## src/rtl/dmem_stdout_fifo.sv

```systemverilog
// rtl/dmem_stdout_fifo.sv - Character FIFO feeding the stdout stream of dmem_latency_model
module dmem_stdout_fifo #(
  parameter int DEPTH = 8,
  parameter int WIDTH = 8
) (
  input  logic             clk,
  input  logic             rst,
  input  logic [WIDTH-1:0] s_tdata,
  input  logic             s_tvalid,
  output logic             s_tready,
  output logic [WIDTH-1:0] m_tdata,
  output logic             m_tvalid,
  input  logic             m_tready
);

  localparam int PTR_W = $clog2(DEPTH);

  logic [WIDTH-1:0] buf_q [DEPTH];
  logic [PTR_W-1:0] wr_ptr, rd_ptr;
  logic [PTR_W:0]   count;
  logic             push, pop;

  assign m_tvalid = (count != '0);
  assign m_tdata  = buf_q[rd_ptr];
  assign pop      = m_tvalid && m_tready;
  // A pop in the same cycle frees the slot, so a full FIFO can still accept.
  assign s_tready = (count != (PTR_W+1)'(DEPTH)) || pop;
  assign push     = s_tvalid && s_tready;

  always_ff @(posedge clk) begin
    if (rst) begin
      wr_ptr <= '0;
      rd_ptr <= '0;
      count  <= '0;
    end else begin
      if (push) wr_ptr <= wr_ptr + 1'b1;
      if (pop)  rd_ptr <= rd_ptr + 1'b1;
      case ({push, pop})
        2'b10:   count <= count + 1'b1;
        2'b01:   count <= count - 1'b1;
        default: count <= count;
      endcase
    end
  end

  always_ff @(posedge clk) begin
    if (push) buf_q[wr_ptr] <= s_tdata;
  end

endmodule

```

## config.mk

```make
export PLATFORM = sky130hd
export DESIGN_NAME = dmem_stdout_fifo
export DESIGN_NICKNAME = d
export VERILOG_FILES = /design/src/rtl/dmem_stdout_fifo.sv
export SDC_FILE = /design/constraint.sdc
export NUM_CORES = 1
export LEC_CHECK = 0
export BUFFER_PORTS_ARGS = -buffer_cell sky130_fd_sc_hd__buf_2
export CORE_MARGIN = 1.5
export CORE_UTILIZATION = 45
export DETAILED_ROUTE_END_ITERATION = 8
export GPL_TIMING_DRIVEN = 0
export PLACE_DENSITY = 0.65
export SLEW_MARGIN = 20
export SYNTH_ARGS = -nofsm -noshare
export SYNTH_HDL_FRONTEND = slang
export SYNTH_SLANG_ARGS = --single-unit
```

## constraint.sdc

```tcl
create_clock -name clk -period 6.2 [get_ports clk]
set_clock_uncertainty 0.1 [all_clocks]
set_input_delay 1.55 -clock clk [delete_from_list [all_inputs] [get_ports clk]]
set_output_delay 1.55 -clock clk [all_outputs]
set_load 0.05 [all_outputs]
```

==> results.sh <==
export IMPL_detail_route_drc_violations=0
export IMPL_fp_dieH_um=87.4
export IMPL_cts_root_buf="sky130_fd_sc_hd__clkbuf_8"
export IMPL_p_leak_nw=1.26
export IMPL_max_slew_margin_pct=39.8
export IMPL_tritoncts_num_buffers=9
export IMPL_io_pin_count=22
export IMPL_worstReg2RegStart="count[1]"
export IMPL_initial_core_util_pct=46.9
export IMPL_hold_path_cell_count=2
export IMPL_synth_seq_area_share_pct=68.1
export IMPL_grtUsageMet2_pct=27.6
export IMPL_num_vias=1655
export IMPL_finish_net_count=226
export IMPL_floorplan_rows=30
export IMPL_drive_above_1_share_pct=30.4
export IMPL_groute_layer_met1_usage_pct=21.4
export IMPL_die_w_um=87.4
export IMPL_drt_antenna_violating_nets=0
export IMPL_clockBufferDepth=2
export IMPL_cts_clk_slew_worst_paths_ps=70
export IMPL_critical_path_data_arrival_time_ps=2370
export IMPL_die_area_mm2=0.00763
export IMPL_worst_setup_path_end_kind="output port"
export IMPL_layout_cells_most_common="sky130_fd_sc_hd__edfxtp_1"
export IMPL_synth_edff_count=64
export IMPL_number_of_antenna_violations_at_the_first_check_in_global_routing=0
export IMPL_synthDistinctLibCells=40
export IMPL_final_cell_mix="64 x sky130_fd_sc_hd__edfxtp_1, 22 x sky130_fd_sc_hd__buf_2, 13 x sky130_fd_sc_hd__nor2_1, 13 x sky130_fd_sc_hd__dfxtp_1, 10 x sky130_fd_sc_hd__mux4_1"
export IMPL_start_kind="input pin"
export IMPL_holdBufCountCts=0
export IMPL_synthesis_nets=193
export IMPL_rsz0062_at_grt="no"
export IMPL_gr_usage_all_layers_pct=16.9
export IMPL_timing_critical_path_fanout_max=8
export IMPL_synth_top_cell_area_share_pct=60.0
export IMPL_tritoncts_num_sinks=77
export IMPL_via_count_of_the_first_global_routing_pass=1738
export IMPL_synth_warnings=0
export IMPL_placeableCoreArea_mm2=0.00683
export IMPL_dpl_hpwl_mm=3.75
export IMPL_timing_reg2reg_setup_slack_ps=3690
export IMPL_power_density_mw_per_mm2=420
export IMPL_post_synth_cell_area_avg_um2=18.2
export IMPL_synth_area_leaders="sky130_fd_sc_hd__edfxtp_1 60%, sky130_fd_sc_hd__mux4_1 8.2%, sky130_fd_sc_hd__dfxtp_1 8.1%"
export IMPL_grt_max_degree=14
export IMPL_drtPass1Iterations=4
export IMPL_hold_slack_ps=432
export IMPL_postSynth_topFlopCell="sky130_fd_sc_hd__edfxtp_1"
export IMPL_worstReg2RegEnd="count[3]"
export IMPL_ys_async_sr_fraction_pct=0
export IMPL_min_delay_start="rd_ptr[2]"
export IMPL_grt_overflow_total=0
export IMPL_dp_slack_ps=2180
export IMPL_timing_final_crit_share_pct=64.8
export IMPL_io_buffers=20
export IMPL_h_tree_levels=3
export IMPL_totalNegativeSetupSlack_ps=0
export IMPL_antennaDiodeCount=0
export IMPL_path_buf_inv=2
export IMPL_area_growth_synth_to_final_pct=14.9
export IMPL_critical_path_max_stage_delay_ps=250
export IMPL_fin_ws_ps=2180
export IMPL_synth_area_mm2=0.00320
export IMPL_finalCriticalPeriod_ps=4020
export IMPL_hold_path_class="flip-flop to flip-flop"
export IMPL_cp_common_cell="sky130_fd_sc_hd__buf_2"
export IMPL_cp_cell_sequence="buf_2 -> nand2b_1 -> or2_1 -> buf_2"
export IMPL_n_fill_cell=579
export IMPL_wl_per_cell_um=18.2
export IMPL_timing_critical_path_required_ps=4550
export IMPL_first_iter_violations=73
export IMPL_gr_usage_met3_pct=3.51
export IMPL_timing_hold_violations_final=0
export IMPL_transition_time_at_the_pin_with_the_least_slew_margin_ps=899
export IMPL_synth_ff_latch_count=77
export IMPL_criticalPathCategory="input pin to output port"
export IMPL_power_ir_vdd_worst_mv=0.316
export IMPL_reg2reg_depth=9
export IMPL_post_synth_top_area_cell="sky130_fd_sc_hd__edfxtp_1"
export IMPL_cts_repair_resized=0
export IMPL_cts_tree="yes"
export IMPL_viasPerCell=5.34
export IMPL_run_status="complete, no violations"
export IMPL_setup_viol=0
export IMPL_clock_latency_on_the_worst_skew_pair_ps=340
export IMPL_drt_wl_total_mm=5.66
export IMPL_cp_slowest_cell="sky130_fd_sc_hd__or2_1"
export IMPL_grt_busiest_layer="met2"
export IMPL_cts_repair_timing_setup_buffer_count=0
export IMPL_final_max_slew_viols=0
export IMPL_max_cap_violations=0
export IMPL_grt_first_pass_wirelength_mm=9.00
export IMPL_timing_critical_path_max_delay_family="simple AND/OR/NAND/NOR gates"
export IMPL_fmax_mhz=249
export IMPL_post_synthesis_cells=176
export IMPL_routabilityCongestion=0.797
-- cell usage after synthesis, types with 2 or more instances --
cell type / instances
sky130_fd_sc_hd__nor3_1: 5
sky130_fd_sc_hd__ha_1: 4
sky130_fd_sc_hd__mux4_2: 6
sky130_fd_sc_hd__mux4_1: 10
sky130_fd_sc_hd__nand2_1: 2
sky130_fd_sc_hd__nor2_1: 13
sky130_fd_sc_hd__a21oi_1: 3
sky130_fd_sc_hd__buf_6: 2
sky130_fd_sc_hd__edfxtp_1: 64
sky130_fd_sc_hd__xnor2_1: 3
sky130_fd_sc_hd__mux2i_1: 3
sky130_fd_sc_hd__mux2_2: 8
sky130_fd_sc_hd__nand3_1: 3
sky130_fd_sc_hd__xor2_1: 3
sky130_fd_sc_hd__nand2b_1: 5
sky130_fd_sc_hd__clkbuf_1: 2
sky130_fd_sc_hd__dfxtp_1: 13
sky130_fd_sc_hd__inv_1: 4
sky130_fd_sc_hd__buf_2: 2
-- per-layer routing --
layer | part of all wire (%) | vias up
met3 | 2.4 | 9
met4 | 1.6 | 0
li1 | - | 768
met1 | 45 | 848
met2 | 51 | 30
met5 | 0 | -
-- stage by stage --
step | power, mW | instances | cell area (µm²) | util, %
2_1_floorplan | 1.05 | 176 | 3200 | -
3_3_place_gp | 1.13 | 292 | 3420 | 50.1
3_5_place_dp | 1.16 | 294 | 3460 | 50.7
4_1_cts | 1.56 | 310 | 3680 | 53.9
5_1_grt | 1.62 | 310 | 3680 | 53.9
6_report | 1.55 | 310 | 3680 | 53.9
-- worst reg2reg max path, stage by stage (launching register included) --
cell                       delay (ps)
sky130_fd_sc_hd__dfxtp_1          380
sky130_fd_sc_hd__or3_4            460
sky130_fd_sc_hd__o21ai_2          190
sky130_fd_sc_hd__or2_2            170
sky130_fd_sc_hd__inv_1             60
sky130_fd_sc_hd__ha_1             320
sky130_fd_sc_hd__a21oi_1          270
sky130_fd_sc_hd__nor4bb_1         250
sky130_fd_sc_hd__o21bai_1         110
sky130_fd_sc_hd__a31oi_1          130
-- final cells by class --
| type | instances | area (µm²) | area share [%] |
|---|---|---|---|
| buffer | 8 | 63.8 | 1.73 |
| clock inverter | 5 | 83.8 | 2.28 |
| sequential | 77 | 2180 | 59.3 |
| clock buffer | 11 | 131 | 3.57 |
| inverter | 4 | 15.0 | 0.408 |
| tap | 96 | 120 | 3.26 |
| multi-input combinational | 87 | 968 | 26.3 |
| timing repair buffer | 22 | 115 | 3.13 |
-- worst max path at each step --
stage                        start     endpoint  slack, ps  cells after the start
final                     m_tready     s_tready       2180                      4
after global placement    m_tready  buf_q[0][6]       2130                      4
after global routing      m_tready     s_tready       2140                      4
after floorplan           m_tready     s_tready       2420                      2
after detailed placement  m_tready     s_tready       2180                      4
after CTS                 m_tready     s_tready       2180                      4
-- power breakdown --
group	switching [mW]	internal (mW)	leakage, nW
clock network	0.175	0.228	0.100
registers	0.0302	0.601	0.688
logic	0.299	0.212	0.469
total	0.505	1.04	1.26
-- flip-flops by register name (all words and copies together), names as in the netlist, named ones only --
signal / flops
rd_ptr: 3
buf_q: 64
count: 4
wr_ptr: 3
-- logic make-up (layout without fill, tap and decap cells) --
group / Yosys count / after routing / share of synthesized area, %
and+or+nand+nor: 36 / 36 / 5.94
xor gates and xnor gates: 6 / 6 / 1.64
DFF: 77 / 77 / 68.1
buffers and inverters: 12 / 50 / 2.46
adders and majority gates: 5 / 5 / 2.19
muxes: 27 / 27 / 16.2
AOI/OAI and AO/OA: 13 / 13 / 3.48
No activity file was read; power rests on OpenSTA's default activity.
